$ cat src/rtl/ex_hazard_ctrl_pkg.sv
// Shared types for the Execute-stage hazard controller.
//   reg_addr_t  : architectural register index
//   fwd_sel_t   : ALU operand source select
//   stage_tag_t : per-stage bookkeeping (destination, write/load flags, EX sources)
//   tag_match() : "this stage will write register r" test; X31 never matches
package ex_hazard_ctrl_pkg;

  localparam int unsigned REG_AW    = 5;
  localparam int unsigned ZERO_REG  = 31;
  localparam int unsigned CNT_W_DEF = 16;

  typedef logic [REG_AW-1:0] reg_addr_t;

  typedef enum logic [1:0] {
    FWD_REG = 2'b00,
    FWD_MEM = 2'b01,
    FWD_WB  = 2'b10
  } fwd_sel_t;

  typedef struct packed {
    logic      valid;
    reg_addr_t rd;
    logic      reg_write;
    logic      mem_read;
    reg_addr_t rn;
    reg_addr_t rm;
    logic      rn_used;
    logic      rm_used;
  } stage_tag_t;

  localparam stage_tag_t TAG_NONE = '0;

  // True when the stage holds a live write to r; the zero register never matches.
  function automatic logic tag_match(input stage_tag_t t, input reg_addr_t r);
    return t.valid & t.reg_write & (t.rd == r) & (r != REG_AW'(ZERO_REG));
  endfunction

endpackage

$ cat src/rtl/ex_hazard_ctrl_if.sv
// Decode-side request and pipeline-control response bundle for ex_hazard_ctrl.
//   master : pipeline side (drives decode info and flush, consumes controls)
//   slave  : hazard controller side
interface ex_hazard_ctrl_if
  import ex_hazard_ctrl_pkg::*;
#(
  parameter int unsigned CNT_W = CNT_W_DEF
);

  logic             id_valid;
  reg_addr_t        id_rn;
  reg_addr_t        id_rm;
  logic             id_rn_used;
  logic             id_rm_used;
  reg_addr_t        id_rd;
  logic             id_reg_write;
  logic             id_mem_read;
  logic             flush;

  fwd_sel_t         fwd_a;
  fwd_sel_t         fwd_b;
  logic             stall_if;
  logic             stall_id;
  logic             bubble_ex;
  logic             flush_id;
  logic [CNT_W-1:0] stall_count;

  modport master (
    output id_valid, id_rn, id_rm, id_rn_used, id_rm_used,
           id_rd, id_reg_write, id_mem_read, flush,
    input  fwd_a, fwd_b, stall_if, stall_id, bubble_ex, flush_id, stall_count
  );

  modport slave (
    input  id_valid, id_rn, id_rm, id_rn_used, id_rm_used,
           id_rd, id_reg_write, id_mem_read, flush,
    output fwd_a, fwd_b, stall_if, stall_id, bubble_ex, flush_id, stall_count
  );

endinterface

$ cat src/rtl/ex_hazard_ctrl_pipe_tag_reg.sv
// One pipeline stage's tag register.
//   clk, reset : clock, async active-low reset (clears to an invalid tag)
//   clr_i      : synchronous clear, loads an invalid tag (bubble)
//   d_i / q_o  : next / current stage tag
module ex_hazard_ctrl_pipe_tag_reg
  import ex_hazard_ctrl_pkg::*;
(
  input  logic       clk,
  input  logic       reset,
  input  logic       clr_i,
  input  stage_tag_t d_i,
  output stage_tag_t q_o
);

  stage_tag_t tag_q;

  always_ff @(posedge clk or negedge reset) begin
    if (!reset) begin
      tag_q <= TAG_NONE;
    end else if (clr_i) begin
      tag_q <= TAG_NONE;
    end else begin
      tag_q <= d_i;
    end
  end

  assign q_o = tag_q;

endmodule

$ cat src/rtl/ex_hazard_ctrl.sv
// Execute-stage hazard controller: tracks EX/MEM/WB destination tags, picks
// ALU operand forwarding, stalls one cycle on load-use and bubbles on flush.
//   clk, reset : clock, async active-low reset
//   hz         : slave side of ex_hazard_ctrl_if
//                in : id_* decode info, flush
//                out: fwd_a/fwd_b, stall_if/stall_id, bubble_ex, flush_id
//                     (combinational), stall_count (registered, saturating)
module ex_hazard_ctrl
  import ex_hazard_ctrl_pkg::*;
#(
  parameter int unsigned CNT_W = CNT_W_DEF
) (
  input  logic              clk,
  input  logic              reset,
  ex_hazard_ctrl_if.slave   hz
);

  localparam logic [CNT_W-1:0] CNT_MAX = '1;

  stage_tag_t       id_tag_c;
  stage_tag_t       ex_q;
  stage_tag_t       mem_q;
  stage_tag_t       wb_q;

  logic             load_use_c;
  logic             ex_clr_c;
  fwd_sel_t         fwd_a_c;
  fwd_sel_t         fwd_b_c;
  logic             stall_if_c;
  logic             stall_id_c;
  logic             bubble_ex_c;
  logic             flush_id_c;

  logic [CNT_W-1:0] stall_cnt_q;
  logic [CNT_W-1:0] stall_cnt_d;

  // Operand source: MEM beats WB; nothing forwarded for an empty EX slot or unread operand.
  function automatic fwd_sel_t fwd_pick(input stage_tag_t mem_t, input stage_tag_t wb_t,
                                        input logic ex_valid, input logic used,
                                        input reg_addr_t r);
    if (!(ex_valid && used)) return FWD_REG;
    if (tag_match(mem_t, r)) return FWD_MEM;
    if (tag_match(wb_t, r))  return FWD_WB;
    return FWD_REG;
  endfunction

  // Decode instruction packed into a tag for entry into EX.
  always_comb begin
    id_tag_c           = TAG_NONE;
    id_tag_c.valid     = hz.id_valid;
    id_tag_c.rd        = hz.id_rd;
    id_tag_c.reg_write = hz.id_reg_write;
    id_tag_c.mem_read  = hz.id_mem_read;
    id_tag_c.rn        = hz.id_rn;
    id_tag_c.rm        = hz.id_rm;
    id_tag_c.rn_used   = hz.id_rn_used;
    id_tag_c.rm_used   = hz.id_rm_used;
  end

  // Load in EX whose result the decode instruction needs this cycle.
  always_comb begin
    load_use_c = hz.id_valid & ex_q.mem_read &
                 ((tag_match(ex_q, hz.id_rn) & hz.id_rn_used) |
                  (tag_match(ex_q, hz.id_rm) & hz.id_rm_used));
  end

  // Pipeline controls; flush wins over load-use and suppresses the stall.
  always_comb begin
    stall_if_c  = 1'b0;
    stall_id_c  = 1'b0;
    bubble_ex_c = 1'b0;
    flush_id_c  = 1'b0;
    if (hz.flush) begin
      flush_id_c  = 1'b1;
      bubble_ex_c = 1'b1;
    end else if (load_use_c) begin
      stall_if_c  = 1'b1;
      stall_id_c  = 1'b1;
      bubble_ex_c = 1'b1;
    end
  end

  assign ex_clr_c = bubble_ex_c;

  always_comb begin
    fwd_a_c = fwd_pick(mem_q, wb_q, ex_q.valid, ex_q.rn_used, ex_q.rn);
    fwd_b_c = fwd_pick(mem_q, wb_q, ex_q.valid, ex_q.rm_used, ex_q.rm);
  end

  ex_hazard_ctrl_pipe_tag_reg u_ex_tag (
    .clk   (clk),
    .reset (reset),
    .clr_i (ex_clr_c),
    .d_i   (id_tag_c),
    .q_o   (ex_q)
  );

  ex_hazard_ctrl_pipe_tag_reg u_mem_tag (
    .clk   (clk),
    .reset (reset),
    .clr_i (1'b0),
    .d_i   (ex_q),
    .q_o   (mem_q)
  );

  ex_hazard_ctrl_pipe_tag_reg u_wb_tag (
    .clk   (clk),
    .reset (reset),
    .clr_i (1'b0),
    .d_i   (mem_q),
    .q_o   (wb_q)
  );

  // Saturating count of stall cycles actually taken (flushed ones excluded).
  always_comb begin
    stall_cnt_d = stall_cnt_q;
    if (stall_if_c && (stall_cnt_q != CNT_MAX)) begin
      stall_cnt_d = stall_cnt_q + CNT_W'(1);
    end
  end

  always_ff @(posedge clk or negedge reset) begin
    if (!reset) begin
      stall_cnt_q <= '0;
    end else begin
      stall_cnt_q <= stall_cnt_d;
    end
  end

  // WB source/load fields leave the pipeline here without a consumer.
  logic unused_wb_c;
  assign unused_wb_c = ^{wb_q.mem_read, wb_q.rn, wb_q.rm, wb_q.rn_used, wb_q.rm_used};

  assign hz.fwd_a       = fwd_a_c;
  assign hz.fwd_b       = fwd_b_c;
  assign hz.stall_if    = stall_if_c;
  assign hz.stall_id    = stall_id_c;
  assign hz.bubble_ex   = bubble_ex_c;
  assign hz.flush_id    = flush_id_c;
  assign hz.stall_count = stall_cnt_q;

endmodule

$ cat src/flat_wrapper.sv
// flat-port wrapper written by rule: the top's interface ports become plain ports
module ex_hazard_ctrl_flat import ex_hazard_ctrl_pkg::*;
#(
  parameter int unsigned CNT_W = CNT_W_DEF
)
  (clk, reset, hz_id_valid, hz_id_rn, hz_id_rm, hz_id_rn_used, hz_id_rm_used, hz_id_rd, hz_id_reg_write, hz_id_mem_read, hz_flush, hz_fwd_a, hz_fwd_b, hz_stall_if, hz_stall_id, hz_bubble_ex, hz_flush_id, hz_stall_count);
  ex_hazard_ctrl_if #(.CNT_W(CNT_W)) hz_i ();
  input  logic clk;
  input  logic reset;
  input wire logic [$bits(hz_i.id_valid)-1:0] hz_id_valid;
  input wire logic [$bits(hz_i.id_rn)-1:0] hz_id_rn;
  input wire logic [$bits(hz_i.id_rm)-1:0] hz_id_rm;
  input wire logic [$bits(hz_i.id_rn_used)-1:0] hz_id_rn_used;
  input wire logic [$bits(hz_i.id_rm_used)-1:0] hz_id_rm_used;
  input wire logic [$bits(hz_i.id_rd)-1:0] hz_id_rd;
  input wire logic [$bits(hz_i.id_reg_write)-1:0] hz_id_reg_write;
  input wire logic [$bits(hz_i.id_mem_read)-1:0] hz_id_mem_read;
  input wire logic [$bits(hz_i.flush)-1:0] hz_flush;
  output wire logic [$bits(hz_i.fwd_a)-1:0] hz_fwd_a;
  output wire logic [$bits(hz_i.fwd_b)-1:0] hz_fwd_b;
  output wire logic [$bits(hz_i.stall_if)-1:0] hz_stall_if;
  output wire logic [$bits(hz_i.stall_id)-1:0] hz_stall_id;
  output wire logic [$bits(hz_i.bubble_ex)-1:0] hz_bubble_ex;
  output wire logic [$bits(hz_i.flush_id)-1:0] hz_flush_id;
  output wire logic [$bits(hz_i.stall_count)-1:0] hz_stall_count;
  assign hz_i.id_valid = hz_id_valid;
  assign hz_i.id_rn = hz_id_rn;
  assign hz_i.id_rm = hz_id_rm;
  assign hz_i.id_rn_used = hz_id_rn_used;
  assign hz_i.id_rm_used = hz_id_rm_used;
  assign hz_i.id_rd = hz_id_rd;
  assign hz_i.id_reg_write = hz_id_reg_write;
  assign hz_i.id_mem_read = hz_id_mem_read;
  assign hz_i.flush = hz_flush;
  assign hz_fwd_a = hz_i.fwd_a;
  assign hz_fwd_b = hz_i.fwd_b;
  assign hz_stall_if = hz_i.stall_if;
  assign hz_stall_id = hz_i.stall_id;
  assign hz_bubble_ex = hz_i.bubble_ex;
  assign hz_flush_id = hz_i.flush_id;
  assign hz_stall_count = hz_i.stall_count;
  ex_hazard_ctrl #(.CNT_W(CNT_W)) u_core (.clk(clk), .reset(reset), .hz(hz_i));
endmodule
$ cat config.mk
export PLATFORM = sky130hd
export DESIGN_NAME = ex_hazard_ctrl_flat
export DESIGN_NICKNAME = d
export VERILOG_FILES = /design/src/rtl/ex_hazard_ctrl_pkg.sv /design/src/rtl/ex_hazard_ctrl_if.sv /design/src/rtl/ex_hazard_ctrl_pipe_tag_reg.sv /design/src/rtl/ex_hazard_ctrl.sv /design/src/flat_wrapper.sv
export SDC_FILE = /design/constraint.sdc
export NUM_CORES = 1
export LEC_CHECK = 0
export CAP_MARGIN = 30
export CORE_ASPECT_RATIO = 1.1
export CORE_MARGIN = 10
export CORE_UTILIZATION = 50
export DETAILED_ROUTE_END_ITERATION = 8
export PLACE_DENSITY = 0.78
export SYNTH_ARGS = -nofsm -noshare
export SYNTH_HDL_FRONTEND = slang
export SYNTH_SLANG_ARGS = --single-unit
$ cat constraint.sdc
create_clock -name clk -period 2.7 [get_ports clk]
set_input_delay 0.54 -clock clk [delete_from_list [all_inputs] [get_ports clk]]
set_output_delay 0.54 -clock clk [all_outputs]
set_load 0.01 [all_outputs]
==> results by group <==
GRT
  – First-pass GRT wire length: 8070 um
  – Vias in the first global route: 1,704
  – GR Util All Layers: 0.127
  – Initial antenna violation count: 0
  – Total congestion overflow: 0
  – Largest net degree at the start of global routing: 23

Critical path
  – Worst Path Max Fanout: 3
  – CP delay by family, top: simple AND/OR/NAND/NOR gates
  – CP peak stage delay: 540 ps
  – Crit path DAT: 2080 ps
  – CP endpoint: hz_stall_id
  – CP Launch Type: input port
  – Crit end category: output port
  – Required @ worst endpoint: 2160 ps
  – Flop2flop setup slack: 390 ps
  – Worst r2r dst: u_core.hz.stall_count[11]
  – Buf/Inv on CP: 2
  – Reg2Reg Depth: 7
  – R2r startpoint: u_core.u_ex_tag.q_o[16]
  – Crit path from: hz_id_rn[1]
  – Crit path kind: in2out
  – Critical path depth: 6
  – Critical-path top delay cell: or4_4
  – CP Cell Sequence: dlygate4sd2_1 -> xnor2_1 -> nand3_1 -> or4_4 -> a211oi_4 -> buf_2

Timing
  – Max Clk Rate: 382 MHz
  – Layout Skew: 6.47 ps
  – Period utilization: 0.971
  – Final hold vios: 0
  – Final setup viols: 0
  – Max Slew Vio Count: 0
  – Worst Tran Pin Value: 304 ps
  – Slew headroom: 0.798
  – Fin crit period: 2620 ps

Layout
  – Number of fill cells: 324
  – Synthesis-to-layout area growth: 31.1%
  – Post-Layout Cell Count: 306
  – Layout cells sized above 1: 0.119
  – Antenna cells: 0
  – Final net count: 275
  – Final instance area: 2950 sq um
  – Multi-input logic area: 1000 sq um
  – Flip-flop and latch area: 1250 sq um

Floorplan
  – # IOs: 47
  – Placement Rows: 25
  – Die Ht: 90.3 um
  – DIE WIDTH: 83.9 um
  – Initial Util: 0.521
  – Core footprint: 4320 sq um
  – Die ar.: 7580 sq um

CTS
  – Worst-path clk slew: 80 ps
  – Maximum clock insertion buffer count: 2
  – Hold_buf cts: 0
  – CTS Buf Count: 5
  – CTS Root Cell: clkbuf_8
  – Clock sink count: 50
  – Insertion delay to the later sink of the worst-skew pair: 290 ps
  – H-Tree Depth: 2
  – CTS tree: built

Route
  – DR vias: 1,588
  – Drt drc: 0
  – WL/cell: 15.6 um
  – DRT Pass-1 Iters: 4
  – Vias per cell: 5.19
  – Initial drt markers: 49
  – Total routed wirelength: 4780 um
  – Antenna Violating Nets Remaining: 0

Yosys
  – Post-Syn Nets: 220
  – Warnings, synthesis: 0
  – Mux contribution to synthesized area: 0.0117
  – Main synth FF type: dfrtp_1
  – Post-synth ARST share: 1.00
  – Synth unique cells: 31
  – Top cells by area, synth: dfrtp_1 (56%), xnor2_1 (8.6%), xor2_1 (7.4%)
  – Mapped Area: 2250 sq um
  – Count leader, synth: dfrtp_1
  – Compound-Gate Fraction of Synth Area: 0.0301
  – Largest family of logic cells by synthesized area: simple AND/OR/NAND/NOR gates
  – Sequential element share of the synthesized area: 0.557
  – Simple-gate portion of the synthesized area: 0.214
  – Register bit total from synthesis: 50
  – Post-Synth Adder-Cell Area: 0.00557
  – Post-synth top area cell: dfrtp_1
  – Yosys top cell area share: 0.557
  – Synth Area in XOR/XNOR: 0.160
  – Number of flops mapped to enable cells by yosys: 0
  – Post-synth top cells: dfrtp_1 (50), and2_1 (22), xnor2_1 (22)
  – Average cell area after synthesis: 11.5 sq um
  – Cell count after synthesis: 196

Pwr
  – Comb pwr share: 0.086
  – Switching pwr: 0.000311 W
  – Seq pwr share: 0.562
  – Max IR drop VDD: 416 uV
  – Power share of the clock group: 0.352
  – Power Dens Cells: 484 nW/um^2
  – P_int: 0.00112 W
  – LEAKAGE: 1.36 nW
  – Net Sw Frac: 0.218

Placed design
  – I/O Buffers: 46
  – Cell Area, Placed: 2790 sq um
  – Placed Cells: 297
  – HPWL after DPL: 3690 um
  – Gpl congestion: 0.818

Run status
  – Status: finished, final reports clean

Run
  – # Max-Cap Violations: 0

Hold path
  – Worst hold path type: in2async
-- flip-flops by register name, indices dropped and copies added (netlist names) --
register / cells
u_core.u_ex_tag.q_o: 20
u_core.hz.stall_count: 16
u_core.u_mem_tag.q_o: 7
u_core.u_wb_tag.q_o: 7
-- repair_timing --
item	in CTS	in global routing
endpoints found under the hold margin	0	0
setup endpoints to repair	5	7
buffers inserted	0	1
pin swaps	6	7
gates resized for setup	24	10
-- cell families after synthesis --
kind of cell             Yosys count
AO/OA/AOI/OAI                      8
adder cells (fa/ha/maj)            1
flip-flops                        50
buffers and inverters              9
XOR/XNOR                          41
multiplexers                       2
AND/OR/NAND/NOR                   85
-- metrics by stage --
step | hold WS [ps] | utilization | TNS, ps | total power, W | setup WS, ps
CTS | 119 | 0.671 | 0 | 0.00144 | 10.0
global placement | 358 | 0.645 | -1890 | 0.000931 | -499
detailed placement | 374 | 0.645 | -2240 | 0.000935 | -530
finish | 123 | 0.683 | 0 | 0.00143 | 79.1
floorplan | 244 | - | 0 | 0.000861 | 297
global route | 135 | 0.683 | -19.5 | 0.00149 | -19.5
-- area by class of cell --
cell class	instances	area share
inverters	3	0.00382
flip-flops and latches	50	0.425
well taps	54	0.0229
clock buffers	7	0.0259
repair buffers	54	0.172
multi-input cells	137	0.341
clock inverters	1	0.0102
-- power groups by stage --
stage | combinational [W] | clock [W] | sequential, W
after detailed placement | 0.000120 | 0 | 0.000815
after CTS | 0.000120 | 0.000516 | 0.000801
after global routing | 0.000138 | 0.000545 | 0.000806
after floorplan | 0.0000527 | 0 | 0.000808
after global placement | 0.000117 | 0 | 0.000814
final | 0.000123 | 0.000503 | 0.000802
-- worst min-delay path by stage --
stage | endpoint | start | cells after the start
5_1_grt | u_core.u_ex_tag.q_o[6] | reset | 1
2_1_floorplan | u_core.hz.stall_count[0] | reset | 0
3_3_place_gp | u_core.u_wb_tag.q_o[19] | u_core.u_mem_tag.q_o[19] | 0
4_1_cts | u_core.u_mem_tag.q_o[18] | reset | 1
6_report | u_core.u_mem_tag.q_o[18] | reset | 1
3_5_place_dp | u_core.u_wb_tag.q_o[13] | u_core.u_mem_tag.q_o[13] | 0
-- routing by layer --
| layer | global-route usage | vias to the layer above | wire, um |
|---|---|---|---|
| met3 | 0.0325 | 4 | 226 |
| met2 | 0.212 | 38 | 2420 |
| met1 | 0.152 | 772 | 2090 |
| met4 | 0.0503 | 0 | 50 |
| li1 | - | 774 | - |
| met5 | 0 | - | 0 |
-- cell usage in the layout, fill, tap and decap left out, types with 2 or more instances in the layout --
master           count
buf_4                8
clkbuf_1             2
and3_1               8
nand4_1             10
clkdlybuf4s50_1     31
nand2_1             10
nor4_1               2
xor2_1              19
nor2_1               6
nand3_1             14
buf_2                4
clkbuf_8             5
nor3_1               3
xnor2_1             22
nor4_2               2
and2_1              21
dfrtp_1             50
inv_1                2
dlymetal6s2s_1       5
a21oi_1              2
and4_1               2
dlygate4sd2_1        6
(Power assumes the default switching activity.)
